==> src/rtl/tg68_ram_arbiter.sv <==
// Two-master round-robin arbiter in front of one 68000-style asynchronous-bus RAM port.
// Each access runs to completion downstream; ram_as recovery time is enforced between cycles.
module tg68_ram_arbiter #(
    parameter int unsigned AW  = 32,
    parameter int unsigned GAP = 2
) (
    input  logic          clk,
    input  logic          rst_n,
    input  logic          i_m0_as,
    input  logic [AW-1:0] i_m0_adr,
    input  logic          i_m0_rw,
    input  logic          i_m0_uds,
    input  logic          i_m0_lds,
    input  logic [15:0]   i_m0_dat_out,
    output logic [15:0]   o_m0_dat_in,
    output logic          o_m0_dtack,
    input  logic          i_m1_as,
    input  logic [AW-1:0] i_m1_adr,
    input  logic          i_m1_rw,
    input  logic          i_m1_uds,
    input  logic          i_m1_lds,
    input  logic [15:0]   i_m1_dat_out,
    output logic [15:0]   o_m1_dat_in,
    output logic          o_m1_dtack,
    output logic          o_ram_as,
    output logic          o_ram_rw,
    output logic          o_ram_uds,
    output logic          o_ram_lds,
    output logic [AW-1:0] o_ram_adr,
    output logic [15:0]   o_ram_dat_out,
    input  logic [15:0]   i_ram_dat_in,
    input  logic          i_ram_dtack
);

    localparam int unsigned GW = $clog2(GAP + 1);
    localparam logic [GW-1:0] GapMax = GW'(GAP);

    typedef enum logic [2:0] {
        StIdle,
        StAct0,
        StAct1,
        StDone0,
        StDone1
    } state_e;

    state_e        r_state, w_state_d;
    logic          r_last, w_last_d;
    logic [GW-1:0] r_gap, w_gap_d;
    logic          r_ram_as, w_ram_as_d;
    logic          r_ram_rw, w_ram_rw_d;
    logic          r_ram_uds, w_ram_uds_d;
    logic          r_ram_lds, w_ram_lds_d;
    logic [AW-1:0] r_ram_adr, w_ram_adr_d;
    logic [15:0]   r_ram_dat_out, w_ram_dat_out_d;
    logic [15:0]   r_m0_dat_in, w_m0_dat_in_d;
    logic [15:0]   r_m1_dat_in, w_m1_dat_in_d;
    logic          r_m0_dtack, w_m0_dtack_d;
    logic          r_m1_dtack, w_m1_dtack_d;

    logic          w_req0, w_req1, w_pick1, w_gap_ok;
    logic [GW-1:0] w_gap_inc;

    assign w_req0    = ~i_m0_as;
    assign w_req1    = ~i_m1_as;
    // On a tie the master that was not granted last wins.
    assign w_pick1   = w_req1 & (~w_req0 | ~r_last);
    assign w_gap_inc = (r_gap == GapMax) ? GapMax : r_gap + GW'(1);
    // The clock in progress counts as recovery time, so a pending grant lands exactly GAP
    // clocks after ram_as rose.
    assign w_gap_ok  = r_ram_as & (w_gap_inc == GapMax);

    always_comb begin
        w_state_d       = r_state;
        w_last_d        = r_last;
        w_gap_d         = r_ram_as ? w_gap_inc : r_gap;
        w_ram_as_d      = r_ram_as;
        w_ram_rw_d      = r_ram_rw;
        w_ram_uds_d     = r_ram_uds;
        w_ram_lds_d     = r_ram_lds;
        w_ram_adr_d     = r_ram_adr;
        w_ram_dat_out_d = r_ram_dat_out;
        w_m0_dat_in_d   = r_m0_dat_in;
        w_m1_dat_in_d   = r_m1_dat_in;
        w_m0_dtack_d    = r_m0_dtack;
        w_m1_dtack_d    = r_m1_dtack;

        unique case (r_state)
            StIdle: begin
                if (w_gap_ok && (w_req0 || w_req1)) begin
                    w_last_d        = w_pick1;
                    w_ram_as_d      = 1'b0;
                    w_ram_adr_d     = w_pick1 ? i_m1_adr     : i_m0_adr;
                    w_ram_rw_d      = w_pick1 ? i_m1_rw      : i_m0_rw;
                    w_ram_uds_d     = w_pick1 ? i_m1_uds     : i_m0_uds;
                    w_ram_lds_d     = w_pick1 ? i_m1_lds     : i_m0_lds;
                    w_ram_dat_out_d = w_pick1 ? i_m1_dat_out : i_m0_dat_out;
                    w_state_d       = w_pick1 ? StAct1 : StAct0;
                end
            end
            StAct0: begin
                if (!i_ram_dtack) begin
                    w_ram_as_d = 1'b1;
                    w_gap_d    = '0;
                    if (!i_m0_as) begin
                        if (r_ram_rw) begin
                            w_m0_dat_in_d = i_ram_dat_in;
                        end
                        w_m0_dtack_d = 1'b0;
                        w_state_d    = StDone0;
                    end else begin
                        w_state_d = StIdle;
                    end
                end
            end
            StAct1: begin
                if (!i_ram_dtack) begin
                    w_ram_as_d = 1'b1;
                    w_gap_d    = '0;
                    if (!i_m1_as) begin
                        if (r_ram_rw) begin
                            w_m1_dat_in_d = i_ram_dat_in;
                        end
                        w_m1_dtack_d = 1'b0;
                        w_state_d    = StDone1;
                    end else begin
                        w_state_d = StIdle;
                    end
                end
            end
            StDone0: begin
                if (i_m0_as) begin
                    w_m0_dtack_d = 1'b1;
                    w_state_d    = StIdle;
                end
            end
            StDone1: begin
                if (i_m1_as) begin
                    w_m1_dtack_d = 1'b1;
                    w_state_d    = StIdle;
                end
            end
            default: w_state_d = StIdle;
        endcase
    end

    always_ff @(posedge clk or negedge rst_n) begin
        if (!rst_n) begin
            r_state       <= StIdle;
            r_last        <= 1'b1;
            r_gap         <= GapMax;
            r_ram_as      <= 1'b1;
            r_ram_rw      <= 1'b1;
            r_ram_uds     <= 1'b1;
            r_ram_lds     <= 1'b1;
            r_ram_adr     <= '0;
            r_ram_dat_out <= '0;
            r_m0_dat_in   <= '0;
            r_m1_dat_in   <= '0;
            r_m0_dtack    <= 1'b1;
            r_m1_dtack    <= 1'b1;
        end else begin
            r_state       <= w_state_d;
            r_last        <= w_last_d;
            r_gap         <= w_gap_d;
            r_ram_as      <= w_ram_as_d;
            r_ram_rw      <= w_ram_rw_d;
            r_ram_uds     <= w_ram_uds_d;
            r_ram_lds     <= w_ram_lds_d;
            r_ram_adr     <= w_ram_adr_d;
            r_ram_dat_out <= w_ram_dat_out_d;
            r_m0_dat_in   <= w_m0_dat_in_d;
            r_m1_dat_in   <= w_m1_dat_in_d;
            r_m0_dtack    <= w_m0_dtack_d;
            r_m1_dtack    <= w_m1_dtack_d;
        end
    end

    assign o_ram_as      = r_ram_as;
    assign o_ram_rw      = r_ram_rw;
    assign o_ram_uds     = r_ram_uds;
    assign o_ram_lds     = r_ram_lds;
    assign o_ram_adr     = r_ram_adr;
    assign o_ram_dat_out = r_ram_dat_out;
    assign o_m0_dat_in   = r_m0_dat_in;
    assign o_m1_dat_in   = r_m1_dat_in;
    assign o_m0_dtack    = r_m0_dtack;
    assign o_m1_dtack    = r_m1_dtack;

endmodule

==> config.mk <==
export PLATFORM = sky130hd
export DESIGN_NAME = tg68_ram_arbiter
export DESIGN_NICKNAME = d
export VERILOG_FILES = /design/src/rtl/tg68_ram_arbiter.sv
export SDC_FILE = /design/constraint.sdc
export NUM_CORES = 1
export LEC_CHECK = 0
export BUFFER_PORTS_ARGS = -buffer_cell sky130_fd_sc_hd__buf_2
export CAP_MARGIN = 15
export CORE_ASPECT_RATIO = 1.75
export CORE_MARGIN = 5
export CORE_UTILIZATION = 41
export DETAILED_ROUTE_END_ITERATION = 16
export GPL_ROUTABILITY_DRIVEN = 0
export PLACE_DENSITY_LB_ADDON = 0.3
export SYNTH_ARGS = -nofsm -noshare
export SYNTH_HDL_FRONTEND = slang
export SYNTH_SLANG_ARGS = --single-unit
==> constraint.sdc <==
create_clock -name clk -period 1.5 [get_ports clk]
set_input_delay 0.3 -clock clk [delete_from_list [all_inputs] [get_ports clk]]
set_output_delay 0.3 -clock clk [all_outputs]
set_load 0.02 [all_outputs]
Word-level counts from Yosys, hierarchy flattened
Cells that the tools add are included.
{"block": "op_classes", "n_addsub": 1, "n_mul": 0, "div_mod_pow": 0, "magnitude_cmp": 0, "eq_ne": 14, "shift": 0, "n_mux": 29, "bitwise": 7, "reduce_logical": 14}
{"cell": "32-bit 2-to-1 mux", "count": 1}
{"cell": "3-bit 2-to-1 mux", "count": 6}
{"cell": "16-bit 2-to-1 mux", "count": 1}
{"cell": "2-bit inequality test (second input constant)", "count": 8}
{"cell": "4-bit AND reduction", "count": 4}
{"cell": "3-bit one-hot mux with 5 select lines", "count": 1}
{"cell": "2-bit 2-to-1 mux", "count": 6}
{"cell": "1-bit 2-to-1 mux", "count": 11}
{"cell": "3-bit by 2-bit == test with 1-bit output (second input constant)", "count": 2}
{"cell": "1-bit one-hot mux with 2 select lines", "count": 3}
{"cell": "2-bit nonzero test", "count": 3}
{"cell": "5-bit AND reduction", "count": 1}
{"cell": "2-bit == test (second input constant)", "count": 2}
{"cell": "1-bit inverter", "count": 4}
{"cell": "3-bit by 1-bit == test with 1-bit output (second input constant)", "count": 1}
{"cell": "3-bit == test (second input constant)", "count": 1}
{"cell": "3-bit zero test", "count": 1}
{"cell": "3-bit AND reduction", "count": 1}
{"cell": "2-bit by 1-bit adder with 2-bit output (second input constant)", "count": 1}
{"cell": "1-bit AND", "count": 2}
{"cell": "2-bit AND reduction", "count": 1}
{"cell": "2-bit OR reduction", "count": 1}
{"cell": "1-bit logical AND", "count": 1}
{"cell": "1-bit logical OR", "count": 1}
{"cell": "1-bit OR", "count": 1}
{"block": "word_totals", "reg_bits": 92, "latch_bits": 0, "ram_bits": 0, "romBits": 0, "elab_cells": 78, "memories": 0}

Depth between registers and ports, before layout
{"block": "logic_depth", "ltp_word": 7, "mapped_depth": 7}

Worst setup path after synthesis
No wires, ideal clock.
{"block": "synth_timing", "kind": "flip-flop to flip-flop", "start": "reg r_gap[1]", "end": "reg r_ram_adr[23], in the netlist o_ram_adr[23]", "arrival_time_ns": 1.457, "required_time_ns": 1.368, "setup_slack_ns": -0.089, "path_stages_with_launch": 8, "synth_period_minus_slack_ns": 1.589, "cell_sequence": "dfstp_2 inv_1 ha_1 nand4_1 buf_4 buf_6 nand2_1 o21ai_1"}
{"block": "synth_via", "elab_chain_len": 6, "word_cells_on_any_way": 7}
{"item": "start: declaration", "line": "48", "rtl": "logic [GW-1:0] r_gap, w_gap_d;"}
{"item": "start signal: assignment", "line": "150", "rtl": "r_gap <= GapMax;"}
{"item": "start signal: assignment", "line": "164", "rtl": "r_gap <= w_gap_d;"}
{"item": "2-bit by 1-bit adder with 2-bit output / 2-bit == test (equally long branches)", "line": "67", "rtl": "assign w_gap_inc = (r_gap == GapMax) ? GapMax : r_gap + GW'(1);"}
{"item": "2-bit 2-to-1 mux (*)", "line": "67"}
{"item": "2-bit == test (*)", "line": "70", "rtl": "assign w_gap_ok = r_ram_as & (w_gap_inc == GapMax);"}
{"item": "1-bit AND (*)", "line": "70"}
{"item": "1-bit logical AND (*)", "line": "89", "rtl": "if (w_gap_ok && (w_req0 || w_req1)) begin"}
{"item": "2-bit AND reduction (no source line) (*)"}
{"item": "end signal: assignment", "line": "169", "rtl": "r_ram_adr <= w_ram_adr_d;"}
{"item": "end: declaration", "line": "53", "rtl": "logic [AW-1:0] r_ram_adr, w_ram_adr_d;"}
Mark *: on every way between the ends. The rest lies on a longest branch, timed or not.
A chain may end at the register's enable or synchronous reset.

Worst setup path after layout
{"block": "layout_timing", "start": "reg r_gap[1]", "end": "reg r_ram_adr[27], in the netlist o_ram_adr[27]"}
Same word-level chain as after synthesis.

==> results.toml <==
[timing]
slew-limit-headroom_pct = 73.3
rsz_0062_raised_after_global_routing = "yes"
setup_ws_ps = -176
slew_violations = 0
fin_worst_skew_ps = 13.4
timing_worst_slew_pin_value_ps = 398
final_cycle_utilization_of_the_critical_path_pct = 112
timing.fmax_ghz = 0.597
post-route-min-period_ps = 1680
timing_hold_violations_final = 0
setup_viol_count_final = 54

[synthesis]
ys_seq_area_share_pct = 56.3
synthDominantCellAreaShare_pct = 51.2
synthMostInstantiatedCell = "sky130_fd_sc_hd__dfrtp_1"
synthesis.instances = 348
yosys_register_bits = 92
post_synth_main_area_contributors = "sky130_fd_sc_hd__dfrtp_1, sky130_fd_sc_hd__mux2i_1, sky130_fd_sc_hd__mux2_2"
post_synth_num_cell_types = 35
synth.net_count = 472
share_of_flip_flops_with_an_asynchronous_set_or_reset_after_synthesis_pct = 100
synth_ff_type = "sky130_fd_sc_hd__dfrtp_1"
synthesis.area_per_instance_um2 = 11.8
synth_enable_flop_cells = 0
synth_largest_area_cell = "sky130_fd_sc_hd__dfrtp_1"
yosys_warnings = 0
synth_area_mm2 = 0.00411
synth.top_cells.by_count = "sky130_fd_sc_hd__dfrtp_1, sky130_fd_sc_hd__nand2_1, sky130_fd_sc_hd__mux2i_1, sky130_fd_sc_hd__o21ai_1, sky130_fd_sc_hd__mux2_2"

[routing]
first_iter_violations = 116
drt-total-wl_um = 11600
drt-wirelength-per-cell_um = 16.4
drc = 0
post_drt_via_cell_ratio = 4.96
num_vias = 3519
drtAntennaViolNets = 0
dr.pass1.iters = 4

[worst_setup_path]
cp.buffers_inverters = 4
criticalPathCategory = "reg2reg"
timing.reg2reg.worst_path_depth = 8
critical_path.cell_chain = "inv_2, ha_4, nand4_1, buf_6, clkbuf_16, clkbuf_16, nand2_2, o21ai_1"
worst_path_max_delay_cell = "sky130_fd_sc_hd__dfstp_2"
cpMostUsedCell = "sky130_fd_sc_hd__clkbuf_16"
crit_family = "flip-flops"
setup.worst_path.end_class = "register"
levels_on_crit_path = 8
critical_path_arrival_ps = 1890
cp_data_required_time_ps = 1710
crit_fanout = 6
crit_path_start_kind = "register"
critical_path.max_stage_delay_ps = 540

[power]
p_leak_nw = 3.43
p_total_mw = 14.1
power_density_mw_per_mm2 = 2200
largest_vdd_supply_drop_v = 0.00110

[min_path]
worst_hold_path_stage_count = 2
min_path_type = "in2reg"

[place]
place.port_buffers = 208
preCtsSetupSlack_ps = -66.5
dpl.hpwl_um = 8250

[floorplanning]
die_height_um = 142
floorplan.die_area_mm2 = 0.0122
design.core.area_mm2 = 0.00985
io-pin-count = 209
start_util_pct = 41.7
rows = 48
chipWidth_um = 85.7

[global_route]
grt_remaining_overflow = 0
grt_antenna_before_repair = 0
track_usage_pct = 17.3
grt_max_degree = 41
first_pass_grt_wire_length_um = 16500
first_global_vias = 3463

[clocking]
clk-insertion-delay-late_ps = 340
max-clock-path-buffers = 2
path_clk_slew_ps = 70
clkSinkCount = 92
htreeDepth = 3
tritoncts.num_buffers = 9
cts_root_buf = "sky130_fd_sc_hd__clkbuf_16"
tritoncts = "done"

[cells_and_area]
drive_above_1_share_pct = 64.2
insertedDiodeCount = 0
layout-area-overhead-vs-synth_pct = 56.2
postLayoutCoreUtil_pct = 65.1
finalNetCount = 703

[run]
max_cap_viol_count = 0

[outcome]
run_status = "finished, violations left"
failing_checks = "negative setup slack"
## flip-flops by register name (all words and copies together) (netlist names)
register,flops
o_ram_lds,1
o_m1_dtack,1
o_ram_rw,1
r_last,1
r_gap,2
o_m1_dat_in,16
r_state,3
o_m0_dat_in,16
o_ram_as,1
o_ram_dat_out,16
o_ram_uds,1
o_m0_dtack,1
o_ram_adr,32
## stage by stage
| step | setup TNS, ps | cells | hold slack (ps) | cell area, um2 |
|---|---|---|---|---|
| after global placement | -1680 | 680 | 240 | 5450 |
| after global routing | -9920 | 709 | 191 | 6410 |
| after detailed placement | -2050 | 680 | 242 | 5450 |
| final | -7200 | 709 | 205 | 6410 |
| after floorplan | -2160 | 348 | 4.41 | 4120 |
| after CTS | -3140 | 697 | 188 | 5820 |
## layout make-up
class / instances / area [um2]
clock inverter: 6 / 119
sequential: 92 / 2310
clock buffer: 10 / 239
multi-input combinational: 229 / 1940
fill: 773 / 3430
inverter: 6 / 27.5
timing repair buffer: 241 / 1620
tap: 125 / 156
## placed cells by master, fill, tap and decap left out, drive strengths merged
master       synthesis  layout
clkbuf               5      18
bufinv               0       3
inv                  6       8
nand3b               1       1
nand2               57      57
nand4                3       3
xnor2                1       1
mux2i               53      53
buf                 16     232
dlygate4sd3          0       1
ha                   1       1
a21boi               1       1
a31oi                2       2
dfrtp               84      84
mux2                33      33
a211oi               1       1
nor3                 2       2
a21o                 1       1
clkinv               0       1
and2b                1       1
a222oi               1       1
nor2                 6       6
o21ai               55      55
a21oi                5       5
nand2b               2       2
o31ai                1       1
dfstp                8       8
nand3                1       1
o21a                 1       1
## power breakdown
group / switching, mW / internal [mW]
sequential: 0.833 / 3.70
combinational: 3.76 / 3.16
clock: 0.979 / 1.69
## final timing paths
kind                                   endpoint  slack (ps)       startpoint
worst max register to register    o_ram_adr[27]        -180         r_gap[1]
worst max-delay path              o_ram_adr[27]        -180         r_gap[1]
worst min-delay path             o_m0_dat_in[5]         200  i_ram_dat_in[5]
worst min register to register        o_ram_uds         480        o_ram_uds
min in group asynchronous       o_m0_dat_in[13]         420            rst_n
max in group asynchronous             o_ram_lds         480            rst_n
## cells by family after synthesis
logic type | count (synthesis) | share of synthesized area, %
flip-flops | 92 | 56.3
multiplexers | 86 | 22.1
AND/OR/NAND/NOR | 73 | 7.95
AO/OA/AOI/OAI | 68 | 8.86
buffers and inverters | 27 | 4.33
XOR/XNOR | 1 | 0.213
adder cells (fa/ha/maj) | 1 | 0.305
## repair_timing
item / 4_1_cts / 5_1_grt
hold endpoints to repair: 18 / 0
pin swaps: 0 / 54
endpoints found under the setup margin: 53 / 54
gates resized for setup: 7 / 100
hold buffers: 1 / 0
gates cloned: 0 / 11
setup buffers: 0 / 1
## per-layer routing
metal / GRT usage, % / vias up / routed length [um]
met3: 4.11 / 14 / 933
met5: 0 / - / 0
met2: 28.9 / 170 / 6110
met4: 9.34 / 0 / 228
met1: 20.5 / 1660 / 4370
li1: - / 1675 / -
No activity file was read; power rests on OpenSTA's default activity.
